`config.mk`:
```
export PLATFORM = sky130hd
export DESIGN_NAME = loba_pipe_mult
export DESIGN_NICKNAME = d
export VERILOG_FILES = /design/src/rtl/loba_pkg.sv /design/src/rtl/loba_split_p.sv /design/src/rtl/loba_pipe_mult.sv
export SDC_FILE = /design/constraint.sdc
export NUM_CORES = 1
export LEC_CHECK = 0
export CAP_MARGIN = 20
export CORE_MARGIN = 3
export CORE_UTILIZATION = 40
export CTS_CLUSTER_DIAMETER = 200
export CTS_CLUSTER_SIZE = 8
export DETAILED_ROUTE_END_ITERATION = 8
export HOLD_SLACK_MARGIN = 0.08
export SLEW_MARGIN = 20
export SYNTH_ARGS = -nofsm -noshare
export SYNTH_HDL_FRONTEND = slang
export SYNTH_SLANG_ARGS = --single-unit
export TNS_END_PERCENT = 100
```
`constraint.sdc`:
```
create_clock -name clk -period 3.9 [get_ports clk]
set_input_delay 0.78 -clock clk [delete_from_list [all_inputs] [get_ports clk]]
set_output_delay 0.78 -clock clk [all_outputs]
set_load 0.01 [all_outputs]
```
`src/rtl/loba_pkg.sv`:
```
// Shared types and helpers for the leading-one-based approximate multiplier.
// The optional Al*Bl term is enabled by defining LOBA_LL_TERM_EN.
package loba_pkg;

    // Field widths of the packed split record; they bound W <= 16 and N <= 256.
    localparam int unsigned LOBA_SEG_W_MAX = 16;
    localparam int unsigned LOBA_K_W_MAX   = 8;

    function automatic int unsigned shift_bias(input int unsigned w);
        return 2 * (w - 1);
    endfunction

    function automatic int unsigned lo_idx_w(input int unsigned n);
        return $clog2(n);
    endfunction

    typedef struct packed {
        logic [LOBA_SEG_W_MAX-1:0] xh;
        logic [LOBA_K_W_MAX-1:0]   kh;
        logic [LOBA_SEG_W_MAX-1:0] xl;
        logic [LOBA_K_W_MAX-1:0]   kl;
    } loba_split_t;

endpackage

```
`src/rtl/loba_split_p.sv`:
```
// Combinational operand split into a high and a low W-bit leading-one segment
// together with the bit index of each segment's top bit.
module loba_split_p
    import loba_pkg::*;
#(
    parameter int unsigned N = 16,
    parameter int unsigned W = 4
) (
    input  logic [N-1:0]           x,
    output logic [W-1:0]           xh,
    output logic [lo_idx_w(N)-1:0] kh,
    output logic [W-1:0]           xl,
    output logic [lo_idx_w(N)-1:0] kl
);

    localparam int unsigned   KW       = lo_idx_w(N);
    localparam logic [N-1:0]  SEG_MASK = N'({W{1'b1}});
    localparam logic [KW-1:0] K_MIN    = KW'(W - 1);

    function automatic logic [KW-1:0] lead_one(input logic [N-1:0] v);
        logic [KW-1:0] k;
        k = '0;
        for (int unsigned i = 0; i < N; i++)
            if (v[i]) k = KW'(i);
        return k;
    endfunction

    logic [N-1:0]  rem;
    logic [KW-1:0] sh_h;

    always_comb begin
        kh   = K_MIN;
        xh   = x[W-1:0];
        sh_h = '0;
        rem  = '0;
        if ((x >> W) != '0) begin
            kh   = lead_one(x);
            sh_h = kh - K_MIN;
            xh   = W'(x >> sh_h);
            rem  = x & ~(SEG_MASK << sh_h);
        end
        // Small remainders are kept exactly at the minimum index.
        kl = K_MIN;
        xl = rem[W-1:0];
        if ((rem >> W) != '0) begin
            kl = lead_one(rem);
            xl = W'(rem >> (kl - K_MIN));
        end
    end

endmodule

```
`src/rtl/loba_pipe_mult.sv`:
```
// Three-stage approximate multiplier with valid/ready on both sides and a tag
// sideband. Define LOBA_LL_TERM_EN to add the Al*Bl partial product.
module loba_pipe_mult
    import loba_pkg::*;
#(
    parameter int unsigned N     = 16,
    parameter int unsigned W     = 4,
    parameter int unsigned TAG_W = 4
) (
    input  logic             clk,
    input  logic             rst_n,
    input  logic             in_valid,
    output logic             in_ready,
    input  logic [N-1:0]     a,
    input  logic [N-1:0]     b,
    input  logic [TAG_W-1:0] in_tag,
    output logic             out_valid,
    input  logic             out_ready,
    output logic [2*N-1:0]   p,
    output logic [TAG_W-1:0] out_tag
);

    localparam int unsigned   KW   = lo_idx_w(N);
    localparam int unsigned   PW   = 2 * N;
    localparam int unsigned   SW   = LOBA_K_W_MAX + 1;
    localparam logic [SW-1:0] BIAS = SW'(shift_bias(W));

    logic [W-1:0]  ah, al, bh, bl;
    logic [KW-1:0] kah, kal, kbh, kbl;

    loba_split_p #(.N(N), .W(W)) u_split_a (
        .x(a), .xh(ah), .kh(kah), .xl(al), .kl(kal)
    );

    loba_split_p #(.N(N), .W(W)) u_split_b (
        .x(b), .xh(bh), .kh(kbh), .xl(bl), .kl(kbl)
    );

    loba_split_t split_a, split_b;

    always_comb begin
        split_a    = '0;
        split_a.xh = LOBA_SEG_W_MAX'(ah);
        split_a.kh = LOBA_K_W_MAX'(kah);
        split_a.xl = LOBA_SEG_W_MAX'(al);
        split_a.kl = LOBA_K_W_MAX'(kal);
        split_b    = '0;
        split_b.xh = LOBA_SEG_W_MAX'(bh);
        split_b.kh = LOBA_K_W_MAX'(kbh);
        split_b.xl = LOBA_SEG_W_MAX'(bl);
        split_b.kl = LOBA_K_W_MAX'(kbl);
    end

    // Every index is >= W-1, so the biased shift never goes negative.
    function automatic logic [PW-1:0] term(
        input logic [LOBA_SEG_W_MAX-1:0] x,
        input logic [LOBA_K_W_MAX-1:0]   kx,
        input logic [LOBA_SEG_W_MAX-1:0] y,
        input logic [LOBA_K_W_MAX-1:0]   ky
    );
        logic [SW-1:0] sh;
        sh = SW'(kx) + SW'(ky) - BIAS;
        return (PW'(x) * PW'(y)) << sh;
    endfunction

    loba_split_t      s1_a, s1_b;
    logic [TAG_W-1:0] s1_tag, s2_tag;
    logic             s1_valid, s2_valid;
    logic [PW-1:0]    pp_hh, pp_hl, pp_lh, sum;
`ifdef LOBA_LL_TERM_EN
    logic [PW-1:0]    pp_ll;
`endif

    logic s3_load, s2_ready, s1_adv;

    assign s3_load  = !out_valid || out_ready;
    assign s2_ready = !s2_valid || s3_load;
    assign s1_adv   = s1_valid && s2_ready;
    assign in_ready = !s1_valid || s1_adv;

    always_ff @(posedge clk or negedge rst_n) begin
        if (!rst_n) begin
            s1_valid <= 1'b0;
            s1_a     <= '0;
            s1_b     <= '0;
            s1_tag   <= '0;
        end else if (in_ready) begin
            s1_valid <= in_valid;
            if (in_valid) begin
                s1_a   <= split_a;
                s1_b   <= split_b;
                s1_tag <= in_tag;
            end
        end
    end

    always_ff @(posedge clk or negedge rst_n) begin
        if (!rst_n) begin
            s2_valid <= 1'b0;
            s2_tag   <= '0;
            pp_hh    <= '0;
            pp_hl    <= '0;
            pp_lh    <= '0;
`ifdef LOBA_LL_TERM_EN
            pp_ll    <= '0;
`endif
        end else if (s2_ready) begin
            s2_valid <= s1_valid;
            if (s1_valid) begin
                s2_tag <= s1_tag;
                pp_hh  <= term(s1_a.xh, s1_a.kh, s1_b.xh, s1_b.kh);
                pp_hl  <= term(s1_a.xh, s1_a.kh, s1_b.xl, s1_b.kl);
                pp_lh  <= term(s1_a.xl, s1_a.kl, s1_b.xh, s1_b.kh);
`ifdef LOBA_LL_TERM_EN
                pp_ll  <= term(s1_a.xl, s1_a.kl, s1_b.xl, s1_b.kl);
`endif
            end
        end
    end

    always_comb begin
`ifdef LOBA_LL_TERM_EN
        sum = pp_hh + pp_hl + pp_lh + pp_ll;
`else
        sum = pp_hh + pp_hl + pp_lh;
`endif
    end

    always_ff @(posedge clk or negedge rst_n) begin
        if (!rst_n) begin
            out_valid <= 1'b0;
            p         <= '0;
            out_tag   <= '0;
        end else if (s3_load) begin
            out_valid <= s2_valid;
            if (s2_valid) begin
                p       <= sum;
                out_tag <= s2_tag;
            end
        end
    end

endmodule

```
==> results.md, run 1 <==
* Final Cycle Share at 121%
* Vias at 14893
* Nets at 2386
* 1st-pass router iterations at 7
* Simple-gate share of the synthesized area at 18.5%
* Max incr delay on CP at 0.48 ns
* Utilization after layout at 56.8%
* Post-DRT Antenna Nets at 0
* Synth Instances at 1786
* Hpwl dp at 38.9 mm
* Tmin final at 4.70 ns
* CTS root buffer: clkbuf_16
* Core area at 0.0371 sq mm
* Starting DRT DRC Count at 840
* Startpoint types: input port
* Fin worst setup slack at -0.803 ns
* VDD IR-drop max at 387 uV
* Initial antenna violation count at 0
* Critical path type: in2reg
* Max-slew headroom at 37.5%
* Reg clk slew, reported paths at 0.07 ns
* Row count at 70
* Starting Density at 41.1%
* Total Power at 14.3 mW
* Synth warnings at 0
* Ratio of cells with drive above 1 in the final layout at 31.8%
* Cts bufs inserted at 17
* Die area at 0.0405 sq mm
* Crit end category: flop
* Skew-Pair Late Insertion Delay at 0.44 ns
* GRT Util Overall at 23.5%
* CP delay by family, top: compound AO/OA/AOI/OAI gates
* Clock sinks at 175
* Sequential share of the synthesized area at 28.7%
* Fin. Hold Viols at 0
* Post-Layout Cell Count at 2715
* Crit-path max FO at 6
* Worst hold path type: in2async
* Sequential cell area at 0.00438 sq mm
* Mapped cell area at 0.0153 sq mm
* Wire per inst at 17.9 microns
* CP most frequent cell: ha_4
* Residual DRC at 0
* Max Slew Vio Count at 0
* Multi-input combinational cell area at 0.0111 sq mm
* Layout area overhead at 38.3%
* Crit path required time at 4.26 ns
* Largest family of logic cells by synthesized area: compound AO/OA/AOI/OAI gates
* Die Ht at 201 microns
* Failing checks: setup timing
* # IOs at 78
* Final setup vio count at 8
* Xor/xnor share of the synthesized area at 3.16%
* Unrepaired setup endpoints after global routing: yes
* Clock Tree Buf Depth at 2
* FMAX at 0.213 GHz
* First-pass GRT wire length at 78.2 mm
* Global route total overflow at 0
* WP data arrival at 5.07 ns
* Synth Flop Type: dfrtp_1
* Mapped Nets at 1972
* Max cap viols at 0
* PortBufs at 77
* Status: finished, violations left
* Post-synthesis mux area share at 5.50%
* Synth Area in Compound Gates at 24.7%
* Post-Synth Adder-Cell Area at 14.3%
* EDFF count, synth at 0
* Yosys cell types at 106
* Total placed instance area at 0.0192 sq mm
* Fraction of registers with async set or reset after synthesis at 100%
* CP cell instances: buf_6, nand2b_4, a2111o_1, and4_4, nor2_4, ha_4, inv_4, ha_4, o21ai_2, a311oi_2, nor3_2, o21a_1, o211ai_1, o31ai_2, a21oi_2, inv_2, ha_4, or4_4, o311ai_2, a211o_1, o22ai_2, nand2_1, or4b_4, a21oi_2
* Worst r2r src: s1_b[33]$_DFFE_PN0P_
* CP bufs+invs at 3
* Pwr/cell area at 678 mW/mm^2
* Number of global-route vias before repair at 14719
* H-tree depth at 4
* Placed cells at 2616
* Worst-Margin Slew at 0.931 ns
* Design area at 0.0211 sq mm
* Leakage power at 9.78 nW
* Clock skew at 0.00938 ns
* Final wirelength at 48.6 mm
* FF+latch count, synth at 175
* Gp weighted congestion at 0.909
* CP max stage cell: or4_4
* Pin count of the biggest net entering global routing at 86
* Synthesized area per cell at 8.55 sq um
* Antenna diodes at 0
* CTS tree: done
* Vias per std cell at 5.49
* Fill count at 3475
* Worst setup path startpoint: a[2]
* Die Span X at 201 microns
-- layout make-up --
cell class,instances,area share (%)
tap,504,2.99
sequential,175,20.8
clock inverter,12,0.747
multi-input combinational,1412,52.8
inverter,101,1.91
clock buffer,18,2.08
timing repair buffer,493,18.7
-- kinds of logic (layout without fill, tap and decap cells) --
logic type               after synthesis  in the layout
multiplexers                          64             64
AO/OA/AOI/OAI                        548            548
XOR/XNOR                              52             52
flip-flops                           175            175
AND/OR/NAND/NOR                      602            602
adder cells (fa/ha/maj)              146            146
buffers and inverters                199            624
-- flip-flops by register name, indices dropped and copies added (netlist names) --
register   flops
pp_hh         32
p             32
s2_tag         4
s1_a          16
s1_tag         4
s1_valid       1
s1_b          16
out_tag        4
out_valid      1
s2_valid       1
pp_lh         32
pp_hl         32
-- timing repair --
action / CTS / global route
hold endpoints to repair: 0 / 0
pin swaps: 48 / 107
resized for setup: 150 / 144
hold buffers: 0 / 0
setup buffers: 44 / 30
setup endpoints to repair: 33 / 91
-- per-layer routing --
layer / wire length, microns / track usage (%)
met1: 21200 / 29.9
met4: 1200 / 6.40
met3: 1470 / 2.09
met5: 0 / 0
met2: 24800 / 42.8
-- stage by stage --
step	TNS, ns	hold slack (ns)	setup WS [ns]
2_1_floorplan	-10.68	0.439	-1.59
3_3_place_gp	-17.66	0.459	-1.61
3_5_place_dp	-19.03	0.468	-1.64
4_1_cts	-4.74	0.302	-0.796
5_1_grt	-6.92	0.337	-0.987
6_report	-5.09	0.299	-0.803
-- where the power goes --
group          internal, mW  switching (mW)  leakage, nW
clock                  1.02           0.758        0.285
sequential             2.41           0.572         2.27
combinational          4.42            5.13         7.22
total                  7.85            6.46         9.78
-- cell usage in the layout, fill, tap and decap left out, types with 31 or more instances in the layout --
cell type / count
nand2_1: 248
nor2_1: 104
clkdlybuf4s50_1: 46
buf_4: 394
dfrtp_1: 171
a22o_1: 42
a21oi_1: 73
nand3_1: 45
fa_1: 44
ha_1: 85
xnor2_1: 31
inv_1: 84
and2_1: 36
o21ai_0: 123
-- final timing paths --
path,end,slack (ns),depth (start not counted)
worst max register to register,pp_hh[31]$_DFFE_PN0P_,0.09,15
worst min register to register,p[21]$_DFFE_PN0P_,0.48,2
max in group asynchronous,s1_a[34]$_DFFE_PN0P_,2.70,2
worst min-delay path,s2_tag[2]$_DFFE_PN0P_,0.30,1
min in group clk,p[21]$_DFFE_PN0P_,0.48,2
worst max-delay path,s1_a[9]$_DFFE_PN0P_,-0.80,24
-- worst register-to-register path, delay by kind of cell (launching register included) --
kind | cells | cell delay [ns]
AND/OR/NAND/NOR | 1 | 0.05
buffers and inverters | 2 | 0.20
flip-flops | 1 | 0.41
AO/OA/AOI/OAI | 6 | 1.17
adder cells (fa/ha/maj) | 3 | 1.32
multiplexers | 2 | 0.41
XOR/XNOR | 1 | 0.12
-- synth_stat cells, drive strengths merged (8+ instances only) --
library cell | count | area share, %
nor2 | 129 | 3.4
nand3 | 47 | 1.5
a21o | 26 | 1.3
a32o | 8 | 0.52
inv | 100 | 2.5
ha | 99 | 8.1
mux4 | 14 | 2.1
dfrtp | 175 | 29
clkbuf | 75 | 1.8
xor2 | 17 | 0.98
or3 | 20 | 0.82
nor2b | 10 | 0.41
nor4 | 14 | 0.71
mux2 | 16 | 1.2
nand2 | 253 | 6.2
fa | 47 | 6.2
o22ai | 11 | 0.45
nor3 | 33 | 1.1
a221oi | 17 | 1.1
o311ai | 9 | 0.68
a31oi | 35 | 1.6
o21ai | 155 | 5.1
and3 | 9 | 0.37
and2 | 36 | 1.5
xnor2 | 35 | 2.2
buf | 23 | 0.80
a211oi | 22 | 1.1
o31ai | 19 | 0.93
a22o | 42 | 2.4
o211ai | 12 | 0.62
nand2b | 19 | 0.83
a21oi | 100 | 3.3
mux2i | 34 | 2.2
Power figures use the tool's default switching activity.
==> run 2: changes to the inputs <==
SLEW_MARGIN = not set   (was 20)
==> results of run 2 <==
The final DEF is identical to that of run 1; final timing and power are the same.
==> run 3: changes to the inputs <==
CELL_PAD_IN_SITES_DETAIL_PLACEMENT = 1   (was not set)
CELL_PAD_IN_SITES_GLOBAL_PLACEMENT = 1   (was not set)
PLACE_DENSITY_LB_ADDON = 0.1   (was not set)
==> results.md, run 3 (synthesized netlist as in run 1, its figures left out) <==
* Switching Share at 46.1%
* Wire per inst at 21.2 microns
* Layout area overhead at 39.8%
* Worst-Margin Slew at 1.04 ns
* Hpwl dp at 44.6 mm
* Failing checks: setup timing
* Unrepaired setup endpoints after global routing: yes
* GRT met3 Usage at 2.73%
* Clock Tree Buf Depth at 2
* PortBufs at 77
* Skew-Pair Late Insertion Delay at 0.44 ns
* Worst slack, placed at -1.70 ns
* Starting DRT DRC Count at 726
* Gr busiest metal: met2
* Vias per std cell at 5.72
* First-pass GRT wire length at 89.4 mm
* # IOs at 78
* TNS Setup at -5.86 ns
* Global route total overflow at 0
* Commonest non-fill, non-tap cell in the layout: buf_4
* Fill count at 4326
* Final wirelength at 57.4 mm
* Comb pwr share at 67.0%
* Tmin final at 4.75 ns
* Residual DRC at 0
* Row count at 70
* Initial antenna violation count at 0
* Sequential power share at 20.2%
* Post-Layout Cell Count at 2715
* Startpoint types: input port
* Antenna diodes at 0
* Gp weighted congestion at 0.923
* Critical path type: in2reg
* Utilization after layout at 57.5%
* Fin. Hold Viols at 0
* CTS root buffer: clkbuf_16
* Worst hold path type: in2async
* Met2 usage at 50.7%
* Die Ht at 201 microns
* Max cap viols at 0
* Reg clk slew, reported paths at 0.07 ns
* Net load switching power at 6.90 mW
* Die Span X at 201 microns
* Core area at 0.0371 sq mm
* Fin worst setup slack at -0.854 ns
* Max Slew Vio Count at 0
* Final Cycle Share at 122%
* Die area at 0.0405 sq mm
* Vias at 15523
* Max-slew headroom at 29.9%
* Final setup vio count at 14
* Pwr/cell area at 701 mW/mm^2
* Commonest cells after routing, fill and taps aside: 390 x buf_4, 246 x nand2_1, 172 x dfrtp_1
* GR Layer Usage met1 at 32.1%
* Status: finished, violations left
* Leakage power at 9.84 nW
* Number of global-route vias before repair at 16374
* Ratio of cells with drive above 1 in the final layout at 33.2%
* Post-DRT Antenna Nets at 0
* Cts bufs inserted at 17
* Clock Power Share at 12.8%
* Crit path required time at 4.27 ns
* Clock sinks at 175
* 1st-pass router iterations at 5
* Crit end category: flop
* VDD IR-drop max at 388 uV
* Clock skew at 0.00831 ns
* GRT Util Overall at 27.3%
* Placed cells at 2629
* Int Pwr at 8.06 mW
* Crit-path max FO at 6
* Starting Density at 41.1%
* WP data arrival at 5.13 ns
* CTS tree: done
* Nets at 2384
* FMAX at 0.210 GHz
* Pin count of the biggest net entering global routing at 68
* H-tree depth at 4
* Worst R2R Setup Slack at -0.06 ns
[run 3: cell count changes in the layout (fill, tap and decap cells not counted), sizes merged, moves of 2 or more]
cell           previous run  this run
clkbuf                   21        28
dlygate4sd2               8         4
clkinvlp                  3         0
clkinv                    4         6
clkdlybuf4s15             9         6
[run 3: worst max-delay path, cell delays in order]
cell and delay (ns):
buf_6 0.09, nand2b_4 0.13, a2111o_1 0.44, and4_4 0.18, nor2_4 0.13, ha_4 0.16, inv_4 0.04, ha_4 0.32
nor2_2 0.05, and3b_1 0.19, buf_6 0.13, o41ai_4 0.36, o311ai_4 0.18, a221oi_4 0.38, nor2_4 0.07, inv_2 0.08
ha_4 0.15, buf_4 0.12, inv_2 0.05, o31ai_2 0.32, o22ai_2 0.11, nand2_1 0.06, or4b_1 0.44, a21oi_1 0.15
[run 3: repair_timing]
action / CTS / global route
setup buffers: 30 / 30
gates resized for setup: 204 / 146
setup endpoints to repair: 67 / 94
pin swaps: 67 / 94
hold buffers: 0 / 0
[run 3: path summary, 6_finish.rpt]
| path | from | endpoint | cells after the start |
|---|---|---|---|
| worst max-delay path | a[2] | s1_a[9]$_DFFE_PN0P_ | 24 |
| worst min-delay path | rst_n | p[3]$_DFFE_PN0P_ | 1 |
| worst max register to register | s1_a[32]$_DFFE_PN0P_ | pp_hl[18]$_DFFE_PN0P_ | 17 |
| worst min register to register | p[20]$_DFFE_PN0P_ | p[20]$_DFFE_PN0P_ | 2 |
| max in group asynchronous | rst_n | pp_hh[1]$_DFFE_PN0P_ | 2 |
| min in group clk | p[20]$_DFFE_PN0P_ | p[20]$_DFFE_PN0P_ | 2 |
[run 3: power by group through the flow]
stage / Clock, mW / Sequential (mW) / Combinational [mW]
2_1_floorplan: 0 / 2.84 / 5.58
3_3_place_gp: 0 / 3.02 / 8.58
3_5_place_dp: 0 / 3.05 / 8.89
4_1_cts: 1.96 / 3.02 / 9.38
5_1_grt: 2.02 / 3.08 / 11.0
6_report: 1.92 / 3.02 / 10.0
[run 3: through the flow]
step                cell area (sq um)  power, mW  hold WS (ns)
global route                    21300       16.1         0.366
finish                          21300       15.0         0.333
detailed placement              19200       11.9         0.463
CTS                             20600       14.4         0.349
global placement                19200       11.6         0.455
floorplan                       15600       8.42         0.439
[run 3: area by class of cell]
class | count | area (sq um) | area share, %
Clock buffer | 21 | 480 | 2.25
Clock inverter | 11 | 174 | 0.815
Inverter | 101 | 405 | 1.90
Multi-Input combinational cell | 1412 | 11400 | 53.2
Sequential cell | 175 | 4380 | 20.5
Tap cell | 504 | 631 | 2.96
Timing Repair Buffer | 491 | 3910 | 18.3
[run 3: routing by layer]
metal,routed length [microns],up-vias
met5,0,-
met4,2570,0
met3,1570,115
met2,30100,325
met1,23200,7777
li1,-,7306
